<file path="src/rtl/data_store_controller_pkg.sv">
// Shared definitions for the data store controller: store widths, FSM states
// and the default write-acknowledge timeout.
package data_store_controller_pkg;

    // func3 encodings of the supported store widths
    localparam logic [2:0] Func3Sb = 3'b000;
    localparam logic [2:0] Func3Sh = 3'b001;
    localparam logic [2:0] Func3Sw = 3'b010;

    // Longest wait for mem_ack before the store is abandoned
    localparam int unsigned DefaultTimeoutCycles = 255;

    typedef enum logic [1:0] {
        StIdle  = 2'd0,
        StWrite = 2'd1,
        StDone  = 2'd2,
        StFault = 2'd3
    } state_e;

endpackage

</file>
<file path="src/rtl/data_store_controller_if.sv">
// Pipeline and data-memory signals of the store controller, bundled as one bus.
// slave: the controller itself; master: pipeline plus memory environment.
interface data_store_controller_if;

    // Pipeline side
    logic        store_en;
    logic [2:0]  func3;
    logic [31:0] addr;
    logic [31:0] rs2_data;
    logic        busywait;
    logic        store_done;
    logic        store_fault;

    // Memory side
    logic        mem_write;
    logic [31:0] mem_addr;
    logic [31:0] mem_wdata;
    logic [3:0]  mem_byte_en;
    logic        mem_ack;

    modport master (
        output store_en, func3, addr, rs2_data, mem_ack,
        input  busywait, store_done, store_fault,
        input  mem_write, mem_addr, mem_wdata, mem_byte_en
    );

    modport slave (
        input  store_en, func3, addr, rs2_data, mem_ack,
        output busywait, store_done, store_fault,
        output mem_write, mem_addr, mem_wdata, mem_byte_en
    );

endinterface

</file>
<file path="src/rtl/store_lane_align.sv">
// Combinational store formatter: turns width, low address bits and
// right-justified data into byte-lane enables and lane-replicated write data,
// and flags illegal widths and misaligned addresses.
module store_lane_align
    import data_store_controller_pkg::*;
(
    input  logic [2:0]  func3,
    input  logic [1:0]  addr_lo,
    input  logic [31:0] rs2_data,
    output logic [3:0]  byte_en,
    output logic [31:0] wdata,
    output logic        fault
);

    // Decode width into lane enables, replicated data and the fault flag
    always_comb begin
        byte_en = 4'b0000;
        wdata   = 32'h0;
        fault   = 1'b0;
        case (func3)
            Func3Sb: begin
                byte_en = 4'b0001 << addr_lo;
                wdata   = {4{rs2_data[7:0]}};
            end
            Func3Sh: begin
                fault   = addr_lo[0];
                byte_en = 4'b0011 << {addr_lo[1], 1'b0};
                wdata   = {2{rs2_data[15:0]}};
            end
            Func3Sw: begin
                fault   = (addr_lo != 2'b00);
                byte_en = 4'b1111;
                wdata   = rs2_data;
            end
            default: begin
                fault = 1'b1;
            end
        endcase
    end

endmodule

</file>
<file path="src/rtl/data_store_controller.sv">
// Store controller: accepts one store from the pipeline, formats it into a
// word write with byte enables, holds the write until memory acknowledges,
// and reports completion or fault (misalignment, illegal width, timeout).
module data_store_controller
    import data_store_controller_pkg::*;
#(
    parameter int unsigned TIMEOUT_CYCLES = DefaultTimeoutCycles
) (
    input logic                   clk,
    input logic                   reset,
    data_store_controller_if.slave bus
);

    localparam logic [7:0] TimeoutLimit = 8'(TIMEOUT_CYCLES);

    state_e      state_q, state_d;
    logic [7:0]  count_q, count_d;
    logic [31:0] addr_q, addr_d;
    logic [31:0] wdata_q, wdata_d;
    logic [3:0]  byte_en_q, byte_en_d;

    logic [3:0]  align_byte_en;
    logic [31:0] align_wdata;
    logic        align_fault;

    store_lane_align u_align (
        .func3    (bus.func3),
        .addr_lo  (bus.addr[1:0]),
        .rs2_data (bus.rs2_data),
        .byte_en  (align_byte_en),
        .wdata    (align_wdata),
        .fault    (align_fault)
    );

    // State, timeout counter and latched write request, synchronous reset
    always_ff @(posedge clk) begin
        if (reset) begin
            state_q   <= StIdle;
            count_q   <= 8'd0;
            addr_q    <= 32'h0;
            wdata_q   <= 32'h0;
            byte_en_q <= 4'b0000;
        end else begin
            state_q   <= state_d;
            count_q   <= count_d;
            addr_q    <= addr_d;
            wdata_q   <= wdata_d;
            byte_en_q <= byte_en_d;
        end
    end

    // Next-state: accept a store, wait for ack or timeout, then pulse result
    always_comb begin
        state_d   = state_q;
        count_d   = count_q;
        addr_d    = addr_q;
        wdata_d   = wdata_q;
        byte_en_d = byte_en_q;
        unique case (state_q)
            StIdle: begin
                if (bus.store_en) begin
                    if (align_fault) begin
                        state_d = StFault;
                    end else begin
                        state_d   = StWrite;
                        count_d   = 8'd0;
                        addr_d    = {bus.addr[31:2], 2'b00};
                        wdata_d   = align_wdata;
                        byte_en_d = align_byte_en;
                    end
                end
            end
            StWrite: begin
                // An ack arriving on the limit cycle still completes the store
                if (bus.mem_ack) begin
                    state_d = StDone;
                end else begin
                    if (count_q != 8'hFF) begin
                        count_d = count_q + 8'd1;
                    end
                    if (count_d >= TimeoutLimit) begin
                        state_d = StFault;
                    end
                end
            end
            StDone: begin
                state_d = StIdle;
            end
            StFault: begin
                state_d = StIdle;
            end
            default: begin
                state_d = StIdle;
            end
        endcase
    end

    // Outputs: memory request only while writing; stall starts in request cycle
    always_comb begin
        bus.mem_write   = (state_q == StWrite);
        bus.mem_byte_en = (state_q == StWrite) ? byte_en_q : 4'b0000;
        bus.mem_addr    = addr_q;
        bus.mem_wdata   = wdata_q;
        bus.store_done  = (state_q == StDone);
        bus.store_fault = (state_q == StFault);
        bus.busywait    = ((state_q == StIdle) && bus.store_en) || (state_q == StWrite);
    end

endmodule

</file>
<file path="src/flat_wrapper.sv">
// flat-port wrapper written by rule: the top's interface ports become plain ports
module data_store_controller_flat import data_store_controller_pkg::*;
#(
    parameter int unsigned TIMEOUT_CYCLES = DefaultTimeoutCycles
)
  (clk, reset, bus_store_en, bus_func3, bus_addr, bus_rs2_data, bus_mem_ack, bus_busywait, bus_store_done, bus_store_fault, bus_mem_write, bus_mem_addr, bus_mem_wdata, bus_mem_byte_en);
  data_store_controller_if bus_i ();
  input logic clk;
  input logic reset;
  input wire logic [$bits(bus_i.store_en)-1:0] bus_store_en;
  input wire logic [$bits(bus_i.func3)-1:0] bus_func3;
  input wire logic [$bits(bus_i.addr)-1:0] bus_addr;
  input wire logic [$bits(bus_i.rs2_data)-1:0] bus_rs2_data;
  input wire logic [$bits(bus_i.mem_ack)-1:0] bus_mem_ack;
  output wire logic [$bits(bus_i.busywait)-1:0] bus_busywait;
  output wire logic [$bits(bus_i.store_done)-1:0] bus_store_done;
  output wire logic [$bits(bus_i.store_fault)-1:0] bus_store_fault;
  output wire logic [$bits(bus_i.mem_write)-1:0] bus_mem_write;
  output wire logic [$bits(bus_i.mem_addr)-1:0] bus_mem_addr;
  output wire logic [$bits(bus_i.mem_wdata)-1:0] bus_mem_wdata;
  output wire logic [$bits(bus_i.mem_byte_en)-1:0] bus_mem_byte_en;
  assign bus_i.store_en = bus_store_en;
  assign bus_i.func3 = bus_func3;
  assign bus_i.addr = bus_addr;
  assign bus_i.rs2_data = bus_rs2_data;
  assign bus_i.mem_ack = bus_mem_ack;
  assign bus_busywait = bus_i.busywait;
  assign bus_store_done = bus_i.store_done;
  assign bus_store_fault = bus_i.store_fault;
  assign bus_mem_write = bus_i.mem_write;
  assign bus_mem_addr = bus_i.mem_addr;
  assign bus_mem_wdata = bus_i.mem_wdata;
  assign bus_mem_byte_en = bus_i.mem_byte_en;
  data_store_controller #(.TIMEOUT_CYCLES(TIMEOUT_CYCLES)) u_core (.clk(clk), .reset(reset), .bus(bus_i));
endmodule
</file>
<file path="config.mk">
export PLATFORM = sky130hd
export DESIGN_NAME = data_store_controller_flat
export DESIGN_NICKNAME = d
export VERILOG_FILES = /design/src/rtl/data_store_controller_pkg.sv /design/src/rtl/data_store_controller_if.sv /design/src/rtl/store_lane_align.sv /design/src/rtl/data_store_controller.sv /design/src/flat_wrapper.sv
export SDC_FILE = /design/constraint.sdc
export NUM_CORES = 1
export LEC_CHECK = 0
export ABC_AREA = 1
export CELL_PAD_IN_SITES_DETAIL_PLACEMENT = 2
export CELL_PAD_IN_SITES_GLOBAL_PLACEMENT = 2
export CORE_MARGIN = 2
export CORE_UTILIZATION = 22
export CTS_CLUSTER_DIAMETER = 100
export DETAILED_ROUTE_END_ITERATION = 8
export GPL_TIMING_DRIVEN = 0
export PLACE_DENSITY_LB_ADDON = 0.05
export SKIP_LAST_GASP = 1
export SLEW_MARGIN = 30
export SYNTH_ARGS = -nofsm -noshare
export SYNTH_HDL_FRONTEND = slang
export SYNTH_HIERARCHICAL = 1
export SYNTH_SLANG_ARGS = --single-unit
</file>
<file path="constraint.sdc">
create_clock -name clk -period 1.7 [get_ports clk]
set_input_delay 0.17 -clock clk [delete_from_list [all_inputs] [get_ports clk]]
set_output_delay 0.17 -clock clk [all_outputs]
set_load 0.05 [all_outputs]
</file>
==> summary.md, run 1 <==
| Metric | Value |
|---|---|
| Outcome | `finished clean` |
| H-tree lvl count | `3` |
| Finished Layout Cells | `between 900 and 1000` |
| Power Internal | `approximately 3.6 mW` |
| Pre-antenna DRT Iters | `4` |
| Switching power | `roughly 1.6 mW` |
| First-pass GRT wire length | `23500 µm` |
| Clock-pin slew of the registers on the worst-case setup and hold paths | `around 0.060 ns` |
| CTS Hold Buffers Added | `0` |
| Synth top area cells | `dfxtp_1 (42%), nor2_1 (15%), nand3_1 (10%), o21ai_0 (8.7%), nand2_1 (6.4%)` |
| Flop and latch count out of synthesis | `between 70 and 80` |
| Worst Reg2Reg Path Length in Cells | `9` |
| F_max | `~600 MHz` |
| CP endpoint kind | `primary output` |
| Root Driver | `clkbuf_16` |
| Post-Synth Adder-Cell Area | `0.00347` |
| Flop pwr share | `0.370` |
| Total Power | `5.26 mW` |
| Final Hold Viols | `0` |
| Post-Synth XOR/XNOR Area | `0.00485` |
| P per Cell Area | `927 nW/µm²` |
| Initial drt markers | `about 100` |
| Hold Path Class | `in -> reg` |
| Final min period | `roughly 1.7 ns` |
| Die footprint | `between 15000 and 20000 µm²` |
| # port buffers | `between 100 and 150` |
| Clock sinks | `76` |
| Final Max Slew Viols | `0` |
| P_leak | `approximately 2.8 nW` |
| Grt ovf | `0` |
| Period utilization | `0.983` |
| Antenna cells | `0` |
| Sequential Area | `between 1500 and 2000 µm²` |
| Worst skew pair latency | `~0.34 ns` |
| Largest net degree at the start of global routing | `14` |
| Largest fanout on the critical path | `2` |
| # nets final | `between 700 and 800` |
| Vias | `roughly 4000` |
| TritonCTS clock tree | `built` |
| Core Box Area | `~16000 µm²` |
| CTS Buffer Depth | `2` |
| Worst-Margin Slew | `around 0.56 ns` |
| Initial Utilization | `0.226` |
| Post-Syn Area per Cell | `roughly 6.9 µm²` |
| Synth Area in Compound Gates | `0.122` |
| Gr usage total | `0.170` |
| Vias in the first global route | `roughly 4500` |
| Area occupied by multi-input gates | `roughly 1800 µm²` |
| Sw Share | `0.311` |
| Routability-driven placement congestion ratio | `0.753` |
| Yosys top cell by area | `dfxtp_1` |
| Clk_skew | `0.00329 ns` |
| Synth cell types | `28` |
| Worst setup SP type | `register` |
| CP Data Required Time | `between 1.5 and 2 ns` |
| Area Overhead vs Synth | `57.4%` |
| Final setup fails | `0` |
| Combinational Power Share | `0.234` |
| Fillers | `1897` |
| Via density | `around 4.5` |
| Slew HR | `0.627` |
| Post-synthesis instance total | `around 530` |
| Routed WL | `14600 µm` |
| Num rows | `between 40 and 50` |
| Worst-path cell chain | `clkdlybuf4s50_1` |
| Slowest CP cell | `clkdlybuf4s50_1` |
| Minimum hold slack | `about 0.15 ns` |
| DPL Wire Length | `11200 µm` |
| Clock Power Share | `0.396` |
| WP depth | `1` |
| Share of cells above drive strength 1 | `0.115` |
| Largest stage delay, worst path | `~0.81 ns` |
| Cell total after placement | `881` |
| Remaining routing DRC violations | `0` |
| # IOs | `approximately 140` |
| Worst Path Class, Setup | `reg -> out` |
| Post-synth design cell area | `around 3600 µm²` |
| Arrival @ worst endpoint | `1.50 ns` |
| TritonCTS Buffers | `9` |
| VDD IR max | `0.484 mV` |
| Final ANT Viol Nets | `0` |
| Hold path depth | `2` |
| DR WL/cell | `16.1 µm` |
| Register area share after synthesis | `0.422` |
| Die Ht | `132 µm` |
| CP delay by family, top | `buffers and inverters` |
| Setup TNS | `0 ns` |
| Post-synthesis mux area share | `0` |
| Buf/Inv on CP | `1` |
| Horiz. Die Dim | `132 µm` |
| Max-Cap Viols | `0` |
| Simple-Gate Fraction of Synth Area | `0.356` |
| Initial antenna violation count | `0` |
| Yosys top cell area share | `0.422` |
| Synth warn | `6` |
| Largest family of logic cells by synthesized area | `simple AND/OR/NAND/NOR gates` |
## cells in the final DEF, fill, tap and decap left out, types with 10 or more instances in the layout
cell / n
a21oi_1: 14
buf_2: 12
buf_4: 15
clkdlybuf4s50_1: 104
dfxtp_1: 75
dlygate4sd2_1: 10
dlymetal6s2s_1: 17
inv_1: 25
nand2_1: 60
nand3_1: 73
nor2_1: 146
o21ai_0: 62
## per-layer routing
layer,track usage,share of wire,vias up
met5,0,0,-
met4,0.0453,0.011,0
met3,0.0404,0.040,10
met2,0.310,0.52,80
met1,0.199,0.43,1934
li1,-,-,2007
## what timing repair did
| action | in CTS | in global routing |
|---|---|---|
| endpoints found under the setup margin | 89 | 75 |
| pin swaps | 2 | 3 |
| buffers inserted | 5 | 1 |
| resized for setup | 34 | 43 |
## cell families (layout without fill, tap and decap cells)
group                      count (synthesis)  in the layout
AOI/OAI and AO/OA                         84             84
DFF                                       76             76
other                                      1              2
and+or+nand+nor                          297            297
xor gates and xnor gates                   2              2
adders and majority gates                  1              1
buffers and inverters                     64            224
## metrics by stage
stage / worst slack [ns] / utilization / area [µm²]
after floorplan: 0.349 / - / 3610
after global placement: -0.778 / 0.331 / 5270
after detailed placement: -0.788 / 0.331 / 5270
after CTS: 0.00423 / 0.354 / 5640
after global routing: -0.00498 / 0.356 / 5680
final: 0.0297 / 0.356 / 5680
## cell type report
class,count,share of cell area
inverters,30,0.0203
plain buffers,33,0.0397
multi-input cells,386,0.315
flip-flops and latches,76,0.268
clock inverters,6,0.0156
well taps,216,0.0476
clock buffers,10,0.0403
repair buffers,145,0.254
## cell usage after synthesis
cell type	n
inv_1	27
nor2_8	1
o21ai_1	3
o21ai_0	63
nand4_1	2
a21oi_1	14
nand3b_1	1
clkbuf_1	6
nand2_2	3
nand2_1	62
conb_1	1
nor2_2	3
buf_4	6
inv_2	3
o21ai_4	1
nand3_2	1
nand4_2	1
ha_1	1
buf_2	16
xnor2_1	1
xor2_1	1
buf_6	6
a21oi_2	1
o21bai_1	2
nor2_1	146
nand3_1	74
dfxtp_1	76
nor2_4	3
## power by group through the flow
stage | clock network, mW | registers, mW | logic, mW
final | 2.09 | 1.95 | 1.23
after global routing | 2.23 | 1.96 | 1.33
after detailed placement | 0 | 1.99 | 1.24
after floorplan | 0 | 2.31 | 0.377
after CTS | 2.17 | 1.95 | 1.25
after global placement | 0 | 1.98 | 1.23
## registers in the layout (all words and copies together) (netlist names)
name	cells
u_core/state_q	2
u_core/bus.mem_addr	30
u_core/byte_en_q	4
u_core/bus.mem_wdata	32
u_core/count_q	8
## worst paths after layout
check	slack, ns	to	start
max	0.03	bus_mem_wdata[19]	u_core/bus.mem_wdata[19]
min reg2reg	0.47	u_core/byte_en_q[2]	u_core/byte_en_q[2]
min	0.15	u_core/count_q[0]	reset
max reg2reg	0.18	u_core/state_q[1]	u_core/count_q[1]
Power figures use the tool's default switching activity.
==> run 2, diff against run 1 <==
--- a/config.mk
+++ b/config.mk
@@ -5,11 +5,11 @@
 export SDC_FILE = /design/constraint.sdc
 export NUM_CORES = 1
 export LEC_CHECK = 0
-export ABC_AREA = 1
+export ABC_AREA = 0
 export CELL_PAD_IN_SITES_DETAIL_PLACEMENT = 2
 export CELL_PAD_IN_SITES_GLOBAL_PLACEMENT = 2
 export CORE_MARGIN = 2
-export CORE_UTILIZATION = 22
+export CORE_UTILIZATION = 23
 export CTS_CLUSTER_DIAMETER = 100
 export DETAILED_ROUTE_END_ITERATION = 8
 export GPL_TIMING_DRIVEN = 0
==> summary.md, run 2 <==
| Metric | Value |
|---|---|
| DR WL/cell | `roughly 17 µm` |
| Yosys top cell area share | `0.432` |
| Worst Reg2Reg Path Length in Cells | `6` |
| Synth top area cells | `dfxtp_1 (43%), nand2_1 (15%), a21oi_1 (15%), o22ai_1 (2.8%), and2_1 (2.5%)` |
| Worst Path Class, Setup | `reg -> out` |
| Horiz. Die Dim | `~130 µm` |
| Largest stage delay, worst path | `a little over 0.8 ns` |
| Async SR Flop Fraction | `0` |
| Clock sinks | `between 70 and 80` |
| Worst-path cell chain | `clkdlybuf4s50_1` |
| Grt ovf | `0` |
| H-tree lvl count | `3` |
| Most common cell after layout, fill and taps aside | `nand2_1` |
| Final Hold Viols | `0` |
| F_max | `~600 MHz` |
| Post-synthesis instance total | `between 400 and 500` |
| P per Cell Area | `slightly above 800 nW/µm²` |
| Core Box Area | `between 15000 and 20000 µm²` |
| CP delay by family, top | `buffers and inverters` |
| P_leak | `around 2.7 nW` |
| Reg2Reg Setup Slack | `0.11 ns` |
| Synth warn | `6` |
| Yosys top cell by area | `dfxtp_1` |
| Most frequent cells in the layout | `nand2_1 (143), a21oi_1 (105), clkdlybuf4s50_1 (76), dfxtp_1 (74), dlymetal6s2s_1 (39)` |
| Main synth FF type | `dfxtp_1` |
| Register area share after synthesis | `0.432` |
| Post-synth design cell area | `3520 µm²` |
| Die Ht | `around 130 µm` |
| Flop and latch count out of synthesis | `76` |
| VDD IR max | `between 0.5 and 0.6 mV` |
| Worst setup SP type | `register` |
| Die footprint | `between 15000 and 20000 µm²` |
| Largest net degree at the start of global routing | `16` |
| Remaining routing DRC violations | `0` |
| # IOs | `between 100 and 150` |
| Via density | `roughly 4.7` |
| Initial drt markers | `between 100 and 150` |
| CP endpoint | `bus_mem_wdata[16]` |
| Util after Layout | `0.375` |
| # port buffers | `~140` |
| WP depth | `1` |
| R2r startpoint | `u_core/count_q[0]` |
| Post-Syn Area per Cell | `between 7 and 8 µm²` |
| Most common cell in the netlist | `nand2_1` |
| Routed WL | `approximately 14000 µm` |
| CTS Buffer Depth | `2` |
| CP endpoint kind | `primary output` |
| TritonCTS clock tree | `built` |
| Antenna cells | `0` |
| Vias | `between 3000 and 4000` |
| Largest fanout on the critical path | `2` |
| CP Launch Point | `u_core/bus.mem_wdata[16]` |
| Final ANT Viol Nets | `0` |
| Synth top cells by count | `nand2_1 (143), a21oi_1 (106), dfxtp_1 (76)` |
| Routability-driven placement congestion ratio | `approximately 0.8` |
| TritonCTS Buffers | `9` |
| Root Driver | `clkbuf_16` |
| Initial Utilization | `0.233` |
| Worst skew pair latency | `~0.35 ns` |
| First-pass GRT wire length | `approximately 23000 µm` |
| Cell total after placement | `approximately 800` |
| DPL Wire Length | `between 10000 and 15000 µm` |
| Pre-antenna DRT Iters | `4` |
| Final Max Slew Viols | `0` |
| CTS Hold Buffers Added | `0` |
| CP Data Required Time | `between 1.5 and 2 ns` |
| Finished Layout Cells | `833` |
| Gr usage total | `0.180` |
| EDFF count, synth | `0` |
| Arrival @ worst endpoint | `between 1 and 1.5 ns` |
| Num rows | `45` |
| Final min period | `between 1.5 and 2 ns` |
| Clock-pin slew of the registers on the worst-case setup and hold paths | `~0.07 ns` |
| Clk_skew | `around 0.0082 ns` |
| Area Overhead vs Synth | `60.6%` |
| Worst-Margin Slew | `roughly 0.57 ns` |
| Outcome | `finished clean` |
| Design area | `about 5700 µm²` |
| Synth cell types | `42` |
| Period utilization | `0.976` |
| Max-Cap Viols | `0` |
| # nets final | `712` |
| Buf/Inv on CP | `1` |
| Number of flip-flops in the largest register | `32` |
| Initial antenna violation count | `0` |
| Slowest CP cell | `clkdlybuf4s50_1` |
| Cell Area, Placed | `about 5200 µm²` |
| Fillers | `1773` |
| Share of cells above drive strength 1 | `0.115` |
| Slew HR | `0.622` |
| Reg2reg end | `u_core/state_q[1]` |
| Hold Path Class | `in -> reg` |
| Vias in the first global route | `between 4000 and 5000` |
| Final setup fails | `0` |
==> run 2: stage by stage <==
stage / total power, mW / TNS, ns / hold slack (ns) / setup WS, ns
3_3_place_gp: 2.67 / -61.77 / 0.441 / -0.916
2_1_floorplan: 2.31 / 0 / 0.262 / 0.00126
6_report: 4.68 / 0 / 0.187 / 0.0400
4_1_cts: 4.77 / 0 / 0.171 / 0.00123
3_5_place_dp: 2.68 / -64.29 / 0.453 / -0.969
5_1_grt: 4.91 / -0.0118 / 0.197 / -0.0118
==> run 2: worst min path at each step <==
stage	start	to	slack (ns)	depth (start not counted)
finish	bus_func3[2]	u_core/bus.mem_wdata[11]	0.19	4
global route	bus_func3[2]	u_core/bus.mem_wdata[10]	0.20	4
CTS	bus_func3[2]	u_core/bus.mem_wdata[11]	0.17	4
detailed placement	u_core/bus.mem_wdata[21]	u_core/bus.mem_wdata[21]	0.45	2
global placement	u_core/byte_en_q[0]	u_core/byte_en_q[0]	0.44	2
floorplan	reset	u_core/state_q[0]	0.26	1
==> run 2: cell type report <==
type	instances	area, µm²	area share
plain buffers	41	267	0.0472
clock buffers	9	225	0.0398
clock inverters	7	81.3	0.0144
inverters	3	11.3	0.00199
multi-input cells	365	1820	0.323
flip-flops and latches	76	1520	0.270
well taps	188	235	0.0416
repair buffers	144	1480	0.263
==> run 2: where the power goes <==
part / switching [mW] / internal [mW] / leakage, nW / total [mW]
registers: 0.0213 / 1.82 / 0.615 / 1.84
clock network: 0.870 / 1.16 / 0.147 / 2.03
logic: 0.468 / 0.338 / 1.95 / 0.806
==> run 2: cell families after synthesis <==
family,count (synthesis),synth area share
compound gates,143,0.223
other cells,1,0.00107
flops,76,0.432
buf+inv,44,0.0647
fa+ha+maj,1,0.00356
simple gates,216,0.267
mux,1,0.00285
xor+xnor,2,0.00498
==> run 2: what timing repair did <==
action,CTS,global route
endpoints found under the setup margin,95,101
cloned,0,0
resized for setup,69,53
pin swaps,4,3
setup buffers,3,2
==> run 2: routing by layer <==
| layer | track usage | part of all wire | up-vias |
|---|---|---|---|
| li1 | - | - | 1946 |
| met1 | 0.235 | 0.47 | 1902 |
| met2 | 0.295 | 0.47 | 93 |
| met3 | 0.0472 | 0.046 | 15 |
| met4 | 0.0504 | 0.015 | 0 |
| met5 | 0 | 0 | - |
